File: src/rtl/reversible_alu_pipe_if.sv
// rtl/reversible_alu_pipe_if.sv - operand/result handshake bundle for reversible_alu_pipe
interface reversible_alu_pipe_if #(
   parameter int WIDTH = 32
);
   logic             in_valid;
   logic             in_ready;
   logic [2:0]       op;
   logic             cin;
   logic [WIDTH-1:0] A;
   logic [WIDTH-1:0] B;
   logic [WIDTH-1:0] C;
   logic             out_valid;
   logic             out_ready;
   logic [WIDTH-1:0] P;
   logic [WIDTH-1:0] Q;
   logic [WIDTH-1:0] R;
   logic             carry;
   logic             zero;
   logic             op_err;

   modport master (
      output in_valid, op, cin, A, B, C, out_ready,
      input  in_ready, out_valid, P, Q, R, carry, zero, op_err
   );

   modport slave (
      input  in_valid, op, cin, A, B, C, out_ready,
      output in_ready, out_valid, P, Q, R, carry, zero, op_err
   );
endinterface

File: src/rtl/reversible_alu_pipe.sv
// rtl/reversible_alu_pipe.sv - two-stage elastic pipeline of reversible gates (Fredkin/Feynman/Peres/add/sub)
module reversible_alu_pipe #(
   parameter int WIDTH = 32
) (
   input  logic                 clk,
   input  logic                 rst_n,
   reversible_alu_pipe_if.slave io
);
   localparam logic [2:0] OP_FREDKIN = 3'd0;
   localparam logic [2:0] OP_FEYNMAN = 3'd1;
   localparam logic [2:0] OP_PERES   = 3'd2;
   localparam logic [2:0] OP_ADD     = 3'd3;
   localparam logic [2:0] OP_SUB     = 3'd4;

   logic             r_rst_done;
   logic             r_s1_valid;
   logic [2:0]       r_s1_op;
   logic             r_s1_cin;
   logic [WIDTH-1:0] r_s1_a;
   logic [WIDTH-1:0] r_s1_b;
   logic [WIDTH-1:0] r_s1_c;

   logic             r_s2_valid;
   logic [WIDTH-1:0] r_s2_p;
   logic [WIDTH-1:0] r_s2_q;
   logic [WIDTH-1:0] r_s2_r;
   logic             r_s2_carry;
   logic             r_s2_zero;
   logic             r_s2_err;

   logic             w_s2_load;
   logic             w_s1_load;
   logic             w_in_fire;
   logic [WIDTH-1:0] w_addb;
   logic [WIDTH-1:0] w_sum;
   logic             w_cout;
   logic [WIDTH-1:0] w_p;
   logic [WIDTH-1:0] w_q;
   logic [WIDTH-1:0] w_r;
   logic             w_carry;
   logic             w_err;

   assign w_s2_load   = !r_s2_valid || io.out_ready;
   assign w_s1_load   = !r_s1_valid || w_s2_load;
   assign io.in_ready = r_rst_done && w_s1_load;
   assign w_in_fire   = io.in_valid && io.in_ready;

   // Holds in_ready low until the first clock edge after reset is released.
   always_ff @(posedge clk or negedge rst_n) begin
      if (!rst_n) r_rst_done <= 1'b0;
      else        r_rst_done <= 1'b1;
   end

   always_ff @(posedge clk or negedge rst_n) begin
      if (!rst_n) begin
         r_s1_valid <= 1'b0;
         r_s1_op    <= 3'd0;
         r_s1_cin   <= 1'b0;
         r_s1_a     <= '0;
         r_s1_b     <= '0;
         r_s1_c     <= '0;
      end else if (w_s1_load) begin
         r_s1_valid <= w_in_fire;
         if (w_in_fire) begin
            r_s1_op  <= io.op;
            r_s1_cin <= io.cin;
            r_s1_a   <= io.A;
            r_s1_b   <= io.B;
            r_s1_c   <= io.C;
         end
      end
   end

   // Ripple of Peres full adders: each bit is two chained Peres cells.
   always_comb begin : peres_adder
      logic c;
      w_addb = (r_s1_op == OP_SUB) ? ~r_s1_b : r_s1_b;
      c      = (r_s1_op == OP_SUB) ? 1'b1 : r_s1_cin;
      w_sum  = '0;
      for (int i = 0; i < WIDTH; i++) begin
         w_sum[i] = r_s1_a[i] ^ w_addb[i] ^ c;
         c        = ((r_s1_a[i] ^ w_addb[i]) & c) ^ (r_s1_a[i] & w_addb[i]);
      end
      w_cout = c;
   end

   always_comb begin
      w_p     = r_s1_a;
      w_q     = r_s1_b;
      w_r     = r_s1_c;
      w_carry = 1'b0;
      w_err   = 1'b0;
      case (r_s1_op)
         OP_FREDKIN: begin
            w_p = r_s1_c;
            w_q = (~r_s1_c & r_s1_a) | (r_s1_c & r_s1_b);
            w_r = (~r_s1_c & r_s1_b) | (r_s1_c & r_s1_a);
         end
         OP_FEYNMAN: begin
            w_q = r_s1_a ^ r_s1_b;
         end
         OP_PERES: begin
            w_q = r_s1_a ^ r_s1_b;
            w_r = (r_s1_a & r_s1_b) ^ r_s1_c;
         end
         OP_ADD, OP_SUB: begin
            w_q     = w_sum;
            w_r     = '0;
            w_carry = w_cout;
         end
         default: begin
            w_err = 1'b1;
         end
      endcase
   end

   always_ff @(posedge clk or negedge rst_n) begin
      if (!rst_n) begin
         r_s2_valid <= 1'b0;
         r_s2_p     <= '0;
         r_s2_q     <= '0;
         r_s2_r     <= '0;
         r_s2_carry <= 1'b0;
         r_s2_zero  <= 1'b0;
         r_s2_err   <= 1'b0;
      end else if (w_s2_load) begin
         r_s2_valid <= r_s1_valid;
         if (r_s1_valid) begin
            r_s2_p     <= w_p;
            r_s2_q     <= w_q;
            r_s2_r     <= w_r;
            r_s2_carry <= w_carry;
            r_s2_zero  <= (w_q == '0);
            r_s2_err   <= w_err;
         end
      end
   end

   assign io.out_valid = r_s2_valid;
   assign io.P         = r_s2_p;
   assign io.Q         = r_s2_q;
   assign io.R         = r_s2_r;
   assign io.carry     = r_s2_carry;
   assign io.zero      = r_s2_zero;
   assign io.op_err    = r_s2_err;
endmodule

File: src/flat_wrapper.sv
// flat-port wrapper written by rule: the top's interface ports become plain ports
module reversible_alu_pipe_flat 
#(
   parameter int WIDTH = 32
)
  (clk, rst_n, io_in_valid, io_op, io_cin, io_A, io_B, io_C, io_out_ready, io_in_ready, io_out_valid, io_P, io_Q, io_R, io_carry, io_zero, io_op_err);
  reversible_alu_pipe_if #(.WIDTH(WIDTH)) io_i ();
  input  logic clk;
  input  logic rst_n;
  input wire logic [$bits(io_i.in_valid)-1:0] io_in_valid;
  input wire logic [$bits(io_i.op)-1:0] io_op;
  input wire logic [$bits(io_i.cin)-1:0] io_cin;
  input wire logic [$bits(io_i.A)-1:0] io_A;
  input wire logic [$bits(io_i.B)-1:0] io_B;
  input wire logic [$bits(io_i.C)-1:0] io_C;
  input wire logic [$bits(io_i.out_ready)-1:0] io_out_ready;
  output wire logic [$bits(io_i.in_ready)-1:0] io_in_ready;
  output wire logic [$bits(io_i.out_valid)-1:0] io_out_valid;
  output wire logic [$bits(io_i.P)-1:0] io_P;
  output wire logic [$bits(io_i.Q)-1:0] io_Q;
  output wire logic [$bits(io_i.R)-1:0] io_R;
  output wire logic [$bits(io_i.carry)-1:0] io_carry;
  output wire logic [$bits(io_i.zero)-1:0] io_zero;
  output wire logic [$bits(io_i.op_err)-1:0] io_op_err;
  assign io_i.in_valid = io_in_valid;
  assign io_i.op = io_op;
  assign io_i.cin = io_cin;
  assign io_i.A = io_A;
  assign io_i.B = io_B;
  assign io_i.C = io_C;
  assign io_i.out_ready = io_out_ready;
  assign io_in_ready = io_i.in_ready;
  assign io_out_valid = io_i.out_valid;
  assign io_P = io_i.P;
  assign io_Q = io_i.Q;
  assign io_R = io_i.R;
  assign io_carry = io_i.carry;
  assign io_zero = io_i.zero;
  assign io_op_err = io_i.op_err;
  reversible_alu_pipe #(.WIDTH(WIDTH)) u_core (.clk(clk), .rst_n(rst_n), .io(io_i));
endmodule
File: config.mk
export PLATFORM = sky130hd
export DESIGN_NAME = reversible_alu_pipe_flat
export DESIGN_NICKNAME = d
export VERILOG_FILES = /design/src/rtl/reversible_alu_pipe_if.sv /design/src/rtl/reversible_alu_pipe.sv /design/src/flat_wrapper.sv
export SDC_FILE = /design/constraint.sdc
export NUM_CORES = 1
export LEC_CHECK = 0
export ABC_AREA = 1
export CAP_MARGIN = 25
export CORE_ASPECT_RATIO = 1.2
export CORE_MARGIN = 4
export CORE_UTILIZATION = 57
export DETAILED_ROUTE_END_ITERATION = 8
export PLACE_DENSITY = 0.92
export SYNTH_ARGS = -nofsm -noshare
export SYNTH_HDL_FRONTEND = slang
export SYNTH_SLANG_ARGS = --single-unit
File: constraint.sdc
create_clock -name clk -period 22.6 [get_ports clk]
set_clock_uncertainty 0.15 [all_clocks]
set_input_delay 4.52 -clock clk [delete_from_list [all_inputs] [get_ports clk]]
set_output_delay 4.52 -clock clk [all_outputs]
set_load 0.03 [all_outputs]
==> results of run 1 <==
==> sequential cells by signal (all words and copies together) (netlist names), 3 cells and up <==
register,count
u_core.r_s1_op,3
u_core.r_s1_c,32
u_core.io.R,32
u_core.r_s1_a,32
u_core.io.Q,32
u_core.io.P,32
u_core.r_s1_b,32
==> worst max-delay path: cells and delay by family (launching register included) <==
kind / cells / cell delay, ns
flip-flops: 1 / 0.49
adder cells (fa/ha/maj): 32 / 13.98
AND/OR/NAND/NOR: 10 / 1.12
buffers and inverters: 1 / 0.49
==> per-stage QoR <==
step | cell area [um^2] | std cells | hold slack (ns)
4_1_cts | 14100 | 1797 | 0.338
2_1_floorplan | 11200 | 1369 | 0.331
6_report | 14100 | 1798 | 0.334
5_1_grt | 14100 | 1798 | 0.358
3_3_place_gp | 13400 | 1760 | 0.315
3_5_place_dp | 13400 | 1760 | 0.322
==> final cells by class <==
| cell class | count | area, um^2 | area share (%) |
|---|---|---|---|
| flip-flops and latches | 202 | 5050 | 35.8 |
| inverters | 98 | 368 | 2.60 |
| repair buffers | 216 | 2160 | 15.3 |
| clock buffers | 28 | 572 | 4.05 |
| multi-input cells | 989 | 5540 | 39.2 |
| well taps | 256 | 320 | 2.27 |
| clock inverters | 9 | 123 | 0.868 |
==> where the power goes <==
| part | switching (mW) | total (mW) | internal, mW |
|---|---|---|---|
| Sequential | 0.0794 | 0.529 | 0.449 |
| Clock | 0.143 | 0.355 | 0.212 |
| Combinational | 0.366 | 0.604 | 0.238 |
| Total | 0.589 | 1.49 | 0.899 |
==> per-layer routing <==
| layer | up-vias | GRT usage [%] | share of wire, % |
|---|---|---|---|
| met1 | 5119 | 36.3 | 37 |
| li1 | 4852 | - | - |
| met2 | 601 | 51.4 | 51 |
| met4 | 2 | 13.3 | 4.3 |
| met5 | - | 0 | 0.039 |
| met3 | 116 | 4.06 | 8.1 |
==> logic make-up (layout without fill, tap and decap cells) <==
| group | Yosys count | after routing | synth area share [%] |
|---|---|---|---|
| AND/OR/NAND/NOR | 590 | 590 | 20.6 |
| AO/OA/AOI/OAI | 289 | 289 | 15.1 |
| flip-flops | 202 | 202 | 45.0 |
| buffers and inverters | 178 | 351 | 6.12 |
| adder cells (fa/ha/maj) | 64 | 64 | 9.27 |
| XOR/XNOR | 32 | 32 | 2.50 |
| multiplexers | 13 | 13 | 1.30 |
| other | 1 | 1 | 0.0334 |
==> cells in the final DEF (no fill, tap or decap) <==
cell / count
nand2_1: 325
clkdlybuf4s50_1: 203
dfrtp_1: 202
nor2_1: 181
o21ai_0: 118
inv_1: 95
a21oi_1: 93
nand3_1: 73
a221oi_1: 32
xor2_1: 32
fa_1: 32
ha_1: 32
o2111ai_1: 31
clkbuf_16: 21
mux2_2: 13
buf_4: 11
o21ai_1: 9
clkinv_2: 5
clkbuf_1: 5
nand4_1: 3
nor2_4: 3
inv_2: 3
clkbuf_8: 3
bufinv_16: 3
a31oi_1: 2
o211ai_1: 2
nand2_2: 2
nand2_4: 2
o21ai_4: 1
nand3b_1: 1
o31ai_1: 1
clkinvlp_4: 1
buf_16: 1
conb_1: 1
==> worst min path at each step <==
stage	startpoint	to	slack (ns)
2_1_floorplan	u_core.r_s1_cin	u_core.r_s1_cin	0.33
3_3_place_gp	u_core.io.zero	u_core.io.zero	0.32
3_5_place_dp	u_core.io.P[19]	u_core.io.P[19]	0.32
4_1_cts	u_core.io.R[7]	u_core.io.R[7]	0.34
5_1_grt	u_core.io.zero	u_core.io.zero	0.36
6_report	u_core.io.P[5]	u_core.io.P[5]	0.33
==> results.py, run 1 <==
metrics = {
    "worst_setup_path": {
        "crit_path_end_kind": "register",
        "path_class": "reg2reg",
        "crit_path_top_delay_cell": "dfrtp_1",
        "r2r-end": "u_core.io.zero",
        "reg2reg_depth": 43,
        "reg2reg_slack_ns": 6.28,
        "crit_path_max_incr_delay_ns": 0.49,
        "critPathCapture": "u_core.io.zero",
        "crit_path_start_kind": "register",
        "crit-reg2reg-launch": "u_core.r_s1_op[0]",
        "critPathMaxFanout": 33,
        "crit_top_cell": "fa_1",
        "crit_arrival_ns": 16.60,
        "crit_start": "u_core.r_s1_op[0]",
        "cp.required_ns": 22.88,
    },
    "synth": {
        "yosysMostFrequentCell": "nand2_1",
        "synth_nets": 1537,
        "async_flop_share_pct": 100,
        "synth-edff-count": 0,
        "netlist_top_cells_area": "dfrtp_1 (45%), nand2_1 (11%), nor2_1 (6.2%), fa_1 (5.7%), o21ai_0 (5.3%)",
        "syn_area_mm2": 0.0112,
        "yosys.area.top_type": "dfrtp_1",
        "synth_area_per_cell_um2": 8.20,
        "ys_ff_latch": 202,
        "syn-instance-count": 1369,
        "yosysWarnings": 0,
        "yosys.area.top_type_share_pct": 45.0,
        "synth_cell_type_count": 25,
        "synth-seq-area-share_pct": 45.0,
        "synth_ff_type": "dfrtp_1",
        "synthTopCellsByCount": "nand2_1 (329), dfrtp_1 (202), nor2_1 (184)",
    },
    "grt": {
        "grt_pass1_wl_um": 52300,
        "first_global_vias": 10676,
        "grt_usage_pct": 29.5,
        "grt_max_degree": 134,
        "grt-ovfl-total": 0,
        "antenna_found_initial": 1,
    },
    "cells_and_area": {
        "syn_to_final_growth_pct": 25.8,
        "post-route-util_pct": 73.9,
        "fillers": 1365,
        "nets": 1696,
        "diodes": 0,
        "final_layout_size_suffix_gt1_share_pct": 4.47,
    },
    "floorplanning": {
        "rows": 55,
        "die-area_mm2": 0.0220,
        "start_util_pct": 58.7,
        "design.core.area_mm2": 0.0191,
        "top_level_ports": 205,
        "die_height_um": 162,
        "fp.dieW_um": 136,
    },
    "power_and_ir_drop": {
        "total_leakage_power_nw": 6.35,
        "total_power_mw": 1.49,
        "powerDensity_mw_per_mm2": 105,
        "ir_drop_mv": 0.0647,
    },
    "min_path": {
        "whs_path_depth": 2,
        "hold_class": "reg2reg",
    },
    "sta": {
        "fin_crit_ns": 16.32,
        "slew_viol_final": 0,
        "tightest_slew_ns": 1.12,
        "rsz0062_at_grt": "no",
        "fin_setup_tns_ns": 0,
        "fmax_mhz": 61.3,
        "finalHoldViolCount": 0,
        "fin_crit_sh_pct": 72.2,
        "max-slew-margin-rel_pct": 24.9,
        "fin_ws_ns": 6.28,
        "setup_viol": 0,
    },
    "place": {
        "routabilityCongestion": 0.876,
        "place_ws_ns": 6.27,
        "io_buffer_count": 204,
        "hpwl_um": 21900,
    },
    "clock_tree": {
        "clk_pin_slew_ns": 0.07,
        "postCtsResizedCells": 0,
        "insertion_delay_ns": 0.50,
        "clock_sinks": 202,
        "cts_root_buffer": "clkbuf_16",
        "clockBufferDepth": 3,
        "cts_tree": "built",
        "htree_levels": 1,
        "cts_setup_buffers": 0,
        "holdBufCountCts": 0,
        "cts_buffers": 21,
    },
    "run": {
        "maxCapViolCount": 0,
    },
    "outcome": {
        "status": "completed",
    },
    "drt": {
        "post_drt_wl_per_cell_um": 18.4,
        "drt_pass1_iterations": 5,
        "viasPerCell": 5.95,
        "drc_errors": 0,
        "wl_um": 33100,
        "vias": 10690,
        "antenna_left": 0,
        "drtIter0Drc": 983,
    },
}
Note: power is estimated with default switching activity, not from simulation.
==> run 2: changes to the inputs <==
CORE_UTILIZATION = 53   (was 57)
PLACE_DENSITY = 0.87   (was 0.92)
clock period = 16.6 ns   (was 22.6 ns; I/O delays follow)
==> results.py, run 2 (same netlist as run 1, synthesis figures left out) <==
metrics = {
    "outcome": {
        "status": "completed",
    },
    "worst_setup_path": {
        "crit_path_start_kind": "register",
        "crit_path_max_incr_delay_ns": 0.51,
        "path_class": "reg2reg",
        "reg2reg_depth": 43,
        "crit_top_cell": "fa_1",
        "crit_path_top_delay_cell": "dfrtp_1",
        "crit_path_end_kind": "register",
        "crit-reg2reg-launch": "u_core.r_s1_op[0]",
        "reg2reg_slack_ns": 0.57,
        "critPathMaxFanout": 16,
        "r2r-end": "u_core.io.zero",
        "crit_arrival_ns": 16.31,
        "cp.required_ns": 16.88,
    },
    "sta": {
        "max-slew-margin-rel_pct": 35.0,
        "rsz0062_at_grt": "no",
        "setup_viol": 0,
        "fin_setup_tns_ns": 0,
        "fin_crit_sh_pct": 96.6,
        "finalHoldViolCount": 0,
        "whs_ns": 0.335,
        "slew_viol_final": 0,
        "tightest_slew_ns": 0.976,
        "fin_crit_ns": 16.03,
        "fmax_mhz": 62.4,
    },
    "floorplanning": {
        "top_level_ports": 205,
        "fp.dieW_um": 141,
        "rows": 58,
        "design.core.area_mm2": 0.0209,
        "die-area_mm2": 0.0236,
        "die_height_um": 167,
        "start_util_pct": 53.7,
    },
    "drt": {
        "drc_errors": 0,
        "antenna_left": 0,
        "vias": 10362,
        "wl_um": 32500,
        "drt_pass1_iterations": 5,
        "drtIter0Drc": 693,
        "viasPerCell": 5.71,
        "post_drt_wl_per_cell_um": 17.9,
    },
    "power_and_ir_drop": {
        "total_leakage_power_nw": 6.34,
        "powerDensity_mw_per_mm2": 141,
        "ir_drop_mv": 0.0949,
    },
    "cells_and_area": {
        "diodes": 0,
        "fillers": 1680,
        "mostFrequentLayoutCells": "nand2_1 (326), clkdlybuf4s50_1 (203), dfrtp_1 (202)",
        "layout_commonest_cell": "nand2_1",
        "syn_to_final_growth_pct": 25.9,
        "nets": 1700,
        "final_layout_size_suffix_gt1_share_pct": 4.53,
    },
    "place": {
        "routabilityCongestion": 0.880,
        "hpwl_um": 22000,
        "io_buffer_count": 204,
    },
    "clock_tree": {
        "clk_pin_slew_ns": 0.06,
        "cts_tree": "built",
        "cts_buffers": 21,
        "postCtsResizedCells": 0,
        "clock_sinks": 202,
        "cts_root_buffer": "clkbuf_16",
        "clockBufferDepth": 3,
        "holdBufCountCts": 0,
        "insertion_delay_ns": 0.49,
        "htree_levels": 1,
        "cts_setup_buffers": 0,
    },
    "grt": {
        "grt-ovfl-total": 0,
        "grt_usage_pct": 27.3,
        "grt_max_degree": 94,
        "first_global_vias": 10632,
        "grt_pass1_wl_um": 52600,
        "antenna_found_initial": 0,
    },
    "min_path": {
        "worstHoldStart": "u_core.io.R[30]",
        "hold_path_end": "u_core.io.R[30]",
        "whs_path_depth": 2,
        "hold_class": "reg2reg",
    },
    "run": {
        "maxCapViolCount": 0,
    },
}
==> run 2: changes by cell type in the layout (fill, tap and decap cells not counted), moves of 2 or more <==
cell	previous run	this run
buf_4	11	15
clkinv_2	5	1
clkbuf_8	3	6
bufinv_16	3	1
clkbuf_1	5	7
==> run 2: report_power, final <==
| part | switching, mW | internal, mW | total, mW |
|---|---|---|---|
| combinational | 0.491 | 0.324 | 0.815 |
| sequential | 0.107 | 0.612 | 0.719 |
| clock | 0.192 | 0.271 | 0.463 |
==> run 2: area by class of cell <==
cell class / count / area (um^2) / share of cell area [%]
tap: 270 / 338 / 2.39
clock buffer: 33 / 621 / 4.39
sequential: 202 / 5050 / 35.8
multi-input combinational: 989 / 5540 / 39.2
clock inverter: 3 / 43.8 / 0.310
timing repair buffer: 220 / 2170 / 15.4
inverter: 98 / 368 / 2.60
==> run 2: through the flow <==
stage | power, mW | std cells | area, um^2 | worst slack, ns | utilization [%]
floorplan | 1.20 | 1369 | 11200 | 1.18 | -
global placement | 1.51 | 1779 | 13500 | 0.653 | 64.4
detailed placement | 1.54 | 1779 | 13500 | 0.426 | 64.4
CTS | 2.01 | 1815 | 14100 | 0.345 | 67.6
global route | 2.12 | 1815 | 14100 | 0.0323 | 67.6
finish | 2.00 | 1815 | 14100 | 0.569 | 67.6
==> run 2: worst max path at each step <==
stage                 startpoint             end  slack, ns  cells after the start
2_1_floorplan  u_core.r_s1_op[0]  u_core.io.zero       1.18                     43
3_3_place_gp   u_core.r_s1_op[0]  u_core.io.zero       0.65                     43
3_5_place_dp   u_core.r_s1_op[0]  u_core.io.zero       0.43                     43
4_1_cts        u_core.r_s1_op[0]  u_core.io.zero       0.35                     43
5_1_grt        u_core.r_s1_op[0]  u_core.io.zero       0.03                     43
6_report       u_core.r_s1_op[0]  u_core.io.zero       0.57                     43
==> run 2: layer usage <==
metal	routed length (um)	track usage [%]	vias up
met1	12900	35.1	4984
met5	0	0	-
met4	1130	11.2	0
met3	2030	3.46	93
met2	16400	46.8	421
li1	-	-	4864
==> run 2: worst max-delay path: cells and delay by family (launching register included) <==
family,cells,cell delay [ns]
adders and majority gates,32,14.04
and+or+nand+nor,10,1.03
DFF,1,0.51
buffers and inverters,1,0.22
==> run 3: changes to the inputs <==
HOLD_SLACK_MARGIN = 0.15   (was not set)
==> results of run 3 <==
The final DEF is identical to that of run 2; final timing and power are the same.
